`config.mk`:
```
export PLATFORM = sky130hd
export DESIGN_NAME = tff_sr_reg_bank_flat
export DESIGN_NICKNAME = d
export VERILOG_FILES = /design/src/rtl/tff_sr_reg_bank_if.sv /design/src/rtl/tff_sr_reg_bank.sv /design/src/flat_wrapper.sv
export SDC_FILE = /design/constraint.sdc
export NUM_CORES = 1
export LEC_CHECK = 0
export ABC_AREA = 1
export BUFFER_PORTS_ARGS = -buffer_cell sky130_fd_sc_hd__buf_2
export CAP_MARGIN = 25
export CELL_PAD_IN_SITES_DETAIL_PLACEMENT = 0
export CELL_PAD_IN_SITES_GLOBAL_PLACEMENT = 1
export CORE_MARGIN = 3
export CORE_UTILIZATION = 35
export CTS_CLUSTER_SIZE = 14
export DETAILED_ROUTE_END_ITERATION = 16
export MAX_ROUTING_LAYER = met4
export PLACE_DENSITY = 0.84
export RECOVER_POWER = 25
export SYNTH_ARGS = -nofsm -noshare
export SYNTH_HDL_FRONTEND = slang
export SYNTH_SLANG_ARGS = --single-unit
```
`constraint.sdc`:
```
create_clock -name clk -period 7.78 [get_ports clk]
set_input_delay 0.389 -clock clk [delete_from_list [all_inputs] [get_ports clk]]
set_output_delay 0.389 -clock clk [all_outputs]
set_load 0.05 [all_outputs]
```
`src/rtl/tff_sr_reg_bank_if.sv`:
```
// Command handshake for the SR-on-T flip-flop bank: per-bit set/reset requests
// qualified by valid/ready.
interface tff_sr_reg_bank_if #(
    parameter int unsigned WIDTH = 8
);
    logic             cmd_valid;
    logic             cmd_ready;
    logic [WIDTH-1:0] s_in;
    logic [WIDTH-1:0] r_in;

    modport master (
        output cmd_valid,
        output s_in,
        output r_in,
        input  cmd_ready
    );

    modport slave (
        input  cmd_valid,
        input  s_in,
        input  r_in,
        output cmd_ready
    );
endinterface

```
`src/rtl/tff_sr_reg_bank.sv`:
```
// WIDTH-bit SR flip-flop bank built on a T flip-flop core, with illegal S=R=1
// hold, a sticky conflict flag and saturating toggle/conflict statistics.
module tff_sr_reg_bank #(
    parameter int unsigned WIDTH = 8,
    parameter int unsigned CNT_W = 8
) (
    input  logic                 clk,
    input  logic                 reset,
    tff_sr_reg_bank_if.slave     cmd_if,
    input  logic                 err_clr,
    output logic [WIDTH-1:0]     q,
    output logic [WIDTH-1:0]     t_vec,
    output logic                 conflict_err,
    output logic [CNT_W-1:0]     toggle_cnt,
    output logic [CNT_W-1:0]     conflict_cnt
);

    localparam int unsigned POP_W = $clog2(WIDTH + 1);
    // Sum is wide enough that toggle_cnt + popcount can never wrap
    localparam int unsigned SUM_W = ((CNT_W > POP_W) ? CNT_W : POP_W) + 1;
    localparam logic [CNT_W-1:0] CNT_MAX = {CNT_W{1'b1}};

    typedef enum logic {
        IDLE  = 1'b0,
        APPLY = 1'b1
    } state_e;

    state_e           state_q, state_d;
    logic [WIDTH-1:0] s_q, s_d;
    logic [WIDTH-1:0] r_q, r_d;
    logic [WIDTH-1:0] q_q, q_d;
    logic [WIDTH-1:0] t_vec_q, t_vec_d;
    logic             conflict_err_q, conflict_err_d;
    logic [CNT_W-1:0] toggle_cnt_q, toggle_cnt_d;
    logic [CNT_W-1:0] conflict_cnt_q, conflict_cnt_d;

    logic             accept;
    logic             apply;
    logic [WIDTH-1:0] conflict_vec;
    logic [WIDTH-1:0] toggle_vec;
    logic [POP_W-1:0] toggle_pop;
    logic [SUM_W-1:0] toggle_sum;

    // State register
    always_ff @(posedge clk) begin
        if (reset) begin
            state_q <= IDLE;
        end else begin
            state_q <= state_d;
        end
    end

    // Next-state logic
    always_comb begin
        state_d = state_q;
        case (state_q)
            IDLE:    if (cmd_if.cmd_valid) state_d = APPLY;
            APPLY:   state_d = IDLE;
            default: state_d = IDLE;
        endcase
    end

    // FSM outputs: ready is decoded from state alone
    always_comb begin
        cmd_if.cmd_ready = 1'b0;
        accept           = 1'b0;
        apply            = 1'b0;
        case (state_q)
            IDLE: begin
                cmd_if.cmd_ready = 1'b1;
                accept           = cmd_if.cmd_valid;
            end
            APPLY:   apply = 1'b1;
            default: ;
        endcase
    end

    // SR-to-T conversion; conflicting bits never toggle
    always_comb begin
        conflict_vec = s_q & r_q;
        toggle_vec   = ~conflict_vec & ((s_q & ~q_q) | (r_q & q_q));
        toggle_pop   = '0;
        for (int i = 0; i < int'(WIDTH); i++) begin
            toggle_pop = toggle_pop + POP_W'(toggle_vec[i]);
        end
        toggle_sum = SUM_W'(toggle_cnt_q) + SUM_W'(toggle_pop);
    end

    // Datapath next-state
    always_comb begin
        s_d            = s_q;
        r_d            = r_q;
        q_d            = q_q;
        t_vec_d        = t_vec_q;
        toggle_cnt_d   = toggle_cnt_q;
        conflict_cnt_d = conflict_cnt_q;
        conflict_err_d = err_clr ? 1'b0 : conflict_err_q;

        if (accept) begin
            s_d = cmd_if.s_in;
            r_d = cmd_if.r_in;
        end

        if (apply) begin
            q_d          = q_q ^ toggle_vec;
            t_vec_d      = toggle_vec;
            toggle_cnt_d = (toggle_sum > SUM_W'(CNT_MAX)) ? CNT_MAX : CNT_W'(toggle_sum);
            // A conflict on the apply edge wins over err_clr
            if (|conflict_vec) begin
                conflict_err_d = 1'b1;
                if (conflict_cnt_q != CNT_MAX) begin
                    conflict_cnt_d = conflict_cnt_q + CNT_W'(1);
                end
            end
        end
    end

    // Datapath registers
    always_ff @(posedge clk) begin
        if (reset) begin
            s_q            <= '0;
            r_q            <= '0;
            q_q            <= '0;
            t_vec_q        <= '0;
            conflict_err_q <= 1'b0;
            toggle_cnt_q   <= '0;
            conflict_cnt_q <= '0;
        end else begin
            s_q            <= s_d;
            r_q            <= r_d;
            q_q            <= q_d;
            t_vec_q        <= t_vec_d;
            conflict_err_q <= conflict_err_d;
            toggle_cnt_q   <= toggle_cnt_d;
            conflict_cnt_q <= conflict_cnt_d;
        end
    end

    assign q            = q_q;
    assign t_vec        = t_vec_q;
    assign conflict_err = conflict_err_q;
    assign toggle_cnt   = toggle_cnt_q;
    assign conflict_cnt = conflict_cnt_q;

endmodule
```
`src/flat_wrapper.sv`:
```
// flat-port wrapper written by rule: the top's interface ports become plain ports
module tff_sr_reg_bank_flat 
#(
    parameter int unsigned WIDTH = 8,
    parameter int unsigned CNT_W = 8
)
  (clk, reset, err_clr, q, t_vec, conflict_err, toggle_cnt, conflict_cnt, cmd_if_cmd_valid, cmd_if_s_in, cmd_if_r_in, cmd_if_cmd_ready);
  tff_sr_reg_bank_if #(.WIDTH(WIDTH)) cmd_if_i ();
  input  logic clk;
  input  logic reset;
  input  logic err_clr;
  output logic [WIDTH-1:0] q;
  output logic [WIDTH-1:0] t_vec;
  output logic conflict_err;
  output logic [CNT_W-1:0] toggle_cnt;
  output logic [CNT_W-1:0] conflict_cnt;
  input wire logic [$bits(cmd_if_i.cmd_valid)-1:0] cmd_if_cmd_valid;
  input wire logic [$bits(cmd_if_i.s_in)-1:0] cmd_if_s_in;
  input wire logic [$bits(cmd_if_i.r_in)-1:0] cmd_if_r_in;
  output wire logic [$bits(cmd_if_i.cmd_ready)-1:0] cmd_if_cmd_ready;
  assign cmd_if_i.cmd_valid = cmd_if_cmd_valid;
  assign cmd_if_i.s_in = cmd_if_s_in;
  assign cmd_if_i.r_in = cmd_if_r_in;
  assign cmd_if_cmd_ready = cmd_if_i.cmd_ready;
  tff_sr_reg_bank #(.WIDTH(WIDTH), .CNT_W(CNT_W)) u_core (.clk(clk), .reset(reset), .cmd_if(cmd_if_i), .err_clr(err_clr), .q(q), .t_vec(t_vec), .conflict_err(conflict_err), .toggle_cnt(toggle_cnt), .conflict_cnt(conflict_cnt));
endmodule
```
Word-level counts from Yosys, hierarchy flattened
Cells that the tools add are included.
- add/subtract/negate cells: 9
- magnitude comparators: 1
- equality and inequality tests: 1
- mux-type cells: 9
- bitwise gates (word level): 9
- reduce and logical (&&, ||, !) cells: 2
- operators by type and width (cell ; count):
    8-bit bitwise AND ; 4
    4-bit by 1-bit adder with 4-bit output ; 6
    8-bit inverter ; 2
    8-bit by 4-bit adder with 9-bit output ; 1
    9-bit by 8-bit greater-than comparator with 1-bit output, second input constant ; 1
    8-bit by 1-bit adder with 8-bit output, second input constant ; 1
    8-bit 2-to-1 mux ; 1
    8-bit inequality test, second input constant ; 1
    8-bit OR ; 1
    8-bit OR reduction ; 1
    8-bit XOR ; 1
    1-bit 2-to-1 mux ; 7
    3-bit AND reduction ; 1
    1-bit by 1-bit adder with 2-bit output ; 1
    1-bit case mux with 2 select lines ; 1
    1-bit inverter ; 1
- register bits: 50
- input bits: 20
- output and inout port bits: 34
- word-level logic and storage cells: 39

Depth between registers and ports, before layout
- depth in word-level cells: 14
- depth in mapped cells: 21
- depth with buffers taken out: 21

Worst setup path before layout
OpenSTA, ideal clock, no wires.
- kind: register -> register
- start point: reg u_core.q_q[1] (netlist: u_core.q[1])
- end point: reg u_core.toggle_cnt_q[4] (netlist: u_core.toggle_cnt[4])
- library setup time: 0.117 ns
- arrival time: 4.039 ns
- path slack: 3.624 ns
- stages on the path, launching flop included: 14
- path buffers: 0
- clock period less this slack: 4.156 ns
- cells stage by stage: dfxtp_1 o21ai_0 a21oi_1 ha_1 inv_1 fa_1 fa_1 fa_1 fa_1 fa_1 o21ai_2 nand2_1 o21ai_0 nor2_1
- word-level cells in the longest chain between the ends: 14
- elaborated cells on any way between the ends: 15
- classes of those cells: add/sub (8); order compare (1); mux (1); bitwise (5)
- RTL lines (item ; line ; text):
    start: declaration ; tff_sr_reg_bank.sv:31 ; logic [WIDTH-1:0] q_q, q_d;
    start signal: assignment ; tff_sr_reg_bank.sv:131 ; q_q <= q_d;
    8-bit inverter ; tff_sr_reg_bank.sv:81 ; toggle_vec = ~conflict_vec & ((s_q & ~q_q) | (r_q & q_q));
    8-bit bitwise AND ; tff_sr_reg_bank.sv:81 ;
    8-bit OR * ; tff_sr_reg_bank.sv:81 ;
    8-bit bitwise AND * ; tff_sr_reg_bank.sv:81 ;
    net u_core.toggle_vec[1] ; tff_sr_reg_bank.sv:40 ; logic [WIDTH-1:0] toggle_vec;
    1-bit by 1-bit adder with 2-bit output * ; tff_sr_reg_bank.sv:84 ; toggle_pop = toggle_pop + POP_W'(toggle_vec[i]);
    4-bit by 1-bit adder with 4-bit output * (6 in series) ; tff_sr_reg_bank.sv:84 ;
    8-bit by 4-bit adder with 9-bit output * ; tff_sr_reg_bank.sv:86 ; toggle_sum = SUM_W'(toggle_cnt_q) + SUM_W'(toggle_pop);
    9-bit by 8-bit greater-than comparator with 1-bit output ; tff_sr_reg_bank.sv:107 ; toggle_cnt_d = (toggle_sum > SUM_W'(CNT_MAX)) ? CNT_MAX : CNT_W'(toggle_sum);
    8-bit 2-to-1 mux * ; tff_sr_reg_bank.sv:107 ;
    end signal: assignment ; tff_sr_reg_bank.sv:134 ; toggle_cnt_q <= toggle_cnt_d;
    end: declaration ; tff_sr_reg_bank.sv:34 ; logic [CNT_W-1:0] toggle_cnt_q, toggle_cnt_d;
Mark *: on every way through the listed nets, which the timed path passes. The rest lies on a longest branch.
A chain may end at the register's enable or synchronous reset.

Final worst setup path
- start point: reg u_core.q_q[0] (netlist: u_core.q[0])
- end point: reg u_core.toggle_cnt_q[5] (netlist: u_core.toggle_cnt[5])
Same word-level chain as after synthesis.

==> summary by stage <==
Setup path
The category of the most critical setup path is reg -> reg. The count of cells along the worst register-to-register path is 14. The startpoint kind of the worst setup timing path is a flop.

Grouping stages by cell kind, the critical path spends the most delay in adder cells. STA classifies the critical path endpoint as a flop. At the worst endpoint, the arrival time is 4320 ps. For this design, the slowest cell found on the critical path is sky130_fd_sc_hd__fa_1. Data on the critical path is required at its endpoint by 8010 ps. In this run the register-to-register setup slack is roughly 3700 ps. In this run the worst path has a maximum fanout of 6.

The number of buffers and inverters on the critical path is 1. The startpoint identified for the worst register-to-register timing path is u_core.q[0]$_SDFFE_PP0P_. The endpoint identified for the worst register-to-register timing path is u_core.toggle_cnt[5]$_SDFFE_PP0P_.

Walking the worst path, the cells encountered are o21ai_0, a21oi_1, ha_1, inv_1, fa_1, fa_1, fa_1, fa_1, fa_1, o21ai_2, nand2_1, nand2_1, nor2_1, nor2_1. On the worst path, the slowest cell contributes a delay of about 500 ps. The most common cell type on the critical path is sky130_fd_sc_hd__fa_1.

Floorplan
During I/O placement, the number of pins put on the boundary was 54. The number of placement rows is 30. The initial core utilization is 36.6%. The overall die area is 8290 sq um. The region available for standard cell placement spans 6910 sq um. The chip width is a little over 90 um.

Measured along the y axis, the die boundary spans 91.0 um.

Route
The detail route stage leaves a number of antenna-violating nets equal to 0. The vias per cell is about 4.7. The number of design-rule violations left by the first detailed-router iteration is 79.

Summing over every cut layer, the via total after detailed routing is between 2,000 and 2,500. Dividing the detail-routed wire length by the instance count gives 11.6 um. After detailed routing, the number of remaining DRC violations is 0. Summed over all layers, the routed wires come to 5810 um.

The first TritonRoute pass finished after 4 iterations.

Clock tree
The H-tree was split into 2 levels. Clock-pin slew was measured on the worst setup and hold paths at 90 ps. The count of buffers added by post-CTS timing repair for setup is 0. Counting every sink on the clock net gives 50. TritonCTS built the clock tree. Counting along the longest clock path gives a buffer depth of 2. For this design, the CTS-stage hold fixing added 0 buffers. Counting the buffers created by CTS gives 5. Clock latency on the worst-skew pair, taken at its later pin, is ~300 ps. The clock root buffer master is sky130_fd_sc_hd__clkbuf_8. Gates resized during post-CTS repair numbered 0.

Pwr
In this run the power density over the cells is about 190 nW/um^2. Cell internal power was estimated by the tool at 398 uW. The analysis attributes to cell leakage a power of 1.32 nW. Per report_power, the combinational group accounts for a little over a fifth of the total. The total power is between 500 and 600 uW. Net switching is 30.3% of the power. The reported net switching power is approximately 170 uW.

IR analysis of the VDD net gives a maximum drop of approximately 0.07 mV. The proportion of power drawn by the clock network is slightly above 30%. The share of total power dissipated in sequential elements is 48.6%.

Yosys
Summing the sequential cell areas from Yosys gives ~40% of the chip area. Summing every instance area after synthesis gives 2530 sq um. The mean area per synthesized cell is 7.09 sq um.

The count of distinct cell types in the synthesized netlist is 28. Synthesis produced roughly 360 cells. The count of yosys warnings during synthesis is 0. The number of nets produced by synthesis is 390.

The library cell occupying the most area in the post-synthesis netlist is sky130_fd_sc_hd__dfxtp_1. Sorting the synthesized cells by area gives the leading types as sky130_fd_sc_hd__dfxtp_1 (40%), sky130_fd_sc_hd__nand2_1 (15%), sky130_fd_sc_hd__nor2_1 (6.4%). The synthesized flop and latch total is 50. The area share of the largest cell type after synthesis is 39.5%.

GRT
The initial antenna violation count is 0. Global routing finished with a remaining overflow of 0. Entering global routing, the biggest net connects 33 pins. The global-route wire length before repair is 10,200 um. The via count of the first global-routing pass was 2,225. Global routing consumed, over all layers together, ~15% of the routing resources.

STA
Subtracting the final worst setup slack from the clock period gives 4090 ps. The total count of hold-check failures in the final report came to 0. Dividing the final minimum period by the clock period gives 52.5%.

In the final timing run, aggregate negative setup slack is 0 ps. At the pin with the least slew margin, the transition time is approximately 1500 ps. Setup violations remaining at the end of the flow were counted as 0. The number of max-slew violations in the final report is 32. The setup skew after layout is 6.44 ps. Setup repair after global routing left no endpoint under its margin. Headroom to the max-slew limit came out at -0.197%. The achievable frequency is approximately 240 MHz.

Final layout
The total inserted antenna cells is 0. From synthesis to final layout, the design area changed by 17.0%. The fraction of final layout cells sized beyond drive strength 1 is 14.7%. The final-stage net count is approximately 440.

Flow run
The number of max-cap violations is 1.

Run status
The run finished, with violations left. The final reports fail on capacitance limit, slew limit.

Hold path
The path with the worst hold slack has its endpoint at u_core.r_q[3]$_SDFFE_PP0P_. The cell count of the worst hold path is 3. The startpoint identified for the worst hold timing path is cmd_if_r_in[3]. The path type of the worst min-delay path is in -> reg.

Placed design
The detailed-placement wirelength estimate is 4260 um. Routability-driven placement finished with a final weighted congestion of 0.835. The number of buffer cells added on primary ports is 53.
worst max-delay path by stage:
stage / from / endpoint / slack, ps / cells after the start
final: u_core.q[0]$_SDFFE_PP0P_ / u_core.toggle_cnt[5]$_SDFFE_PP0P_ / 3690 / 14
after global routing: u_core.q[0]$_SDFFE_PP0P_ / u_core.toggle_cnt[7]$_SDFFE_PP0P_ / 3400 / 14
after CTS: u_core.q[0]$_SDFFE_PP0P_ / u_core.toggle_cnt[7]$_SDFFE_PP0P_ / 3680 / 14
after detailed placement: u_core.q[0]$_SDFFE_PP0P_ / u_core.toggle_cnt[7]$_SDFFE_PP0P_ / 3700 / 14
after global placement: u_core.q[0]$_SDFFE_PP0P_ / u_core.toggle_cnt[7]$_SDFFE_PP0P_ / 3800 / 14
after floorplan: u_core.q[1]$_SDFFE_PP0P_ / u_core.toggle_cnt[4]$_SDFFE_PP0P_ / 3620 / 13
power by group through the flow:
stage | clock network (mW) | registers, mW | logic, mW
after floorplan | 0 | 0.300 | 0.0760
after global placement | 0 | 0.283 | 0.121
after detailed placement | 0 | 0.283 | 0.123
after CTS | 0.179 | 0.277 | 0.123
after global routing | 0.187 | 0.279 | 0.139
final | 0.172 | 0.277 | 0.121
flip-flops by register name (all words and copies together), names as in the netlist:
register / count
u_core.conflict_cnt: 8
u_core.q: 8
u_core.r_q: 8
u_core.s_q: 8
u_core.t_vec: 8
u_core.toggle_cnt: 8
u_core.conflict_err: 1
u_core.state_q: 1
layout make-up:
class / count / area, sq um
flip-flops and latches: 50 / 1000
repair buffers: 54 / 254
multi-input cells: 260 / 1350
well taps: 96 / 120
inverters: 35 / 131
fillers: 781 / 3950
clock buffers: 8 / 110
synth_stat cells:
| library cell | count |
|---|---|
| sky130_fd_sc_hd__nand2_1 | 99 |
| sky130_fd_sc_hd__dfxtp_1 | 50 |
| sky130_fd_sc_hd__nor2_1 | 43 |
| sky130_fd_sc_hd__inv_1 | 33 |
| sky130_fd_sc_hd__a21oi_1 | 32 |
| sky130_fd_sc_hd__o21ai_0 | 29 |
| sky130_fd_sc_hd__nand3_1 | 18 |
| sky130_fd_sc_hd__ha_1 | 8 |
| sky130_fd_sc_hd__nand4_1 | 8 |
| sky130_fd_sc_hd__clkbuf_1 | 7 |
| sky130_fd_sc_hd__fa_1 | 5 |
| sky130_fd_sc_hd__a21oi_2 | 3 |
| sky130_fd_sc_hd__buf_2 | 3 |
| sky130_fd_sc_hd__a31oi_1 | 2 |
| sky130_fd_sc_hd__inv_2 | 2 |
| sky130_fd_sc_hd__nand2_2 | 2 |
| sky130_fd_sc_hd__xnor2_1 | 2 |
| sky130_fd_sc_hd__a22oi_1 | 1 |
| sky130_fd_sc_hd__buf_4 | 1 |
| sky130_fd_sc_hd__clkbuf_2 | 1 |
| sky130_fd_sc_hd__nand3_4 | 1 |
| sky130_fd_sc_hd__nand3b_1 | 1 |
| sky130_fd_sc_hd__nand3b_4 | 1 |
| sky130_fd_sc_hd__nor2_4 | 1 |
| sky130_fd_sc_hd__o2111ai_1 | 1 |
| sky130_fd_sc_hd__o21ai_2 | 1 |
| sky130_fd_sc_hd__o31ai_1 | 1 |
| sky130_fd_sc_hd__xor2_1 | 1 |
cell usage in the layout, fill, tap and decap left out, types with 2 or more instances in the layout:
cell,n
sky130_fd_sc_hd__nand2_1,99
sky130_fd_sc_hd__dfxtp_1,50
sky130_fd_sc_hd__nor2_1,43
sky130_fd_sc_hd__buf_2,41
sky130_fd_sc_hd__inv_1,33
sky130_fd_sc_hd__a21oi_1,32
sky130_fd_sc_hd__o21ai_0,29
sky130_fd_sc_hd__nand3_1,18
sky130_fd_sc_hd__clkbuf_1,13
sky130_fd_sc_hd__nand4_1,8
sky130_fd_sc_hd__ha_1,8
sky130_fd_sc_hd__clkbuf_8,8
sky130_fd_sc_hd__fa_1,5
sky130_fd_sc_hd__a21oi_2,3
sky130_fd_sc_hd__xnor2_1,2
sky130_fd_sc_hd__inv_2,2
sky130_fd_sc_hd__nand2_2,2
sky130_fd_sc_hd__a31oi_1,2
tightest hold or removal path, cell delays in order:
cell,delay [ps]
sky130_fd_sc_hd__buf_2,70
sky130_fd_sc_hd__o21ai_0,70
sky130_fd_sc_hd__nor2_1,70
cell families after synthesis:
kind of cell               count (synthesis)  synth area share, %
adders and majority gates                 13                 7.91
xor gates and xnor gates                   3                 1.04
buffers and inverters                     47                 7.32
AOI/OAI and AO/OA                         70                 14.9
DFF                                       50                 39.5
and+or+nand+nor                          174                 29.3
routing by layer:
layer / track usage (%) / routed length (um) / up-vias
li1: - / - / 1249
met1: 19.3 / 2820 / 1039
met2: 24.6 / 2690 / 50
met3: 3.73 / 288 / 2
met4: 3.02 / 21 / 0
met5: - / 0 / -
metrics by stage:
step	hold WS [ps]	cells	setup WS, ps	util, %	area [sq um]
after global routing	336	503	3400	42.9	2960
after global placement	449	495	3800	41.6	2870
after CTS	326	503	3680	43.2	2980
after floorplan	444	357	3620	-	2530
after detailed placement	453	495	3700	41.6	2870
final	340	503	3690	42.9	2960
Note: power is estimated with default switching activity, not from simulation.
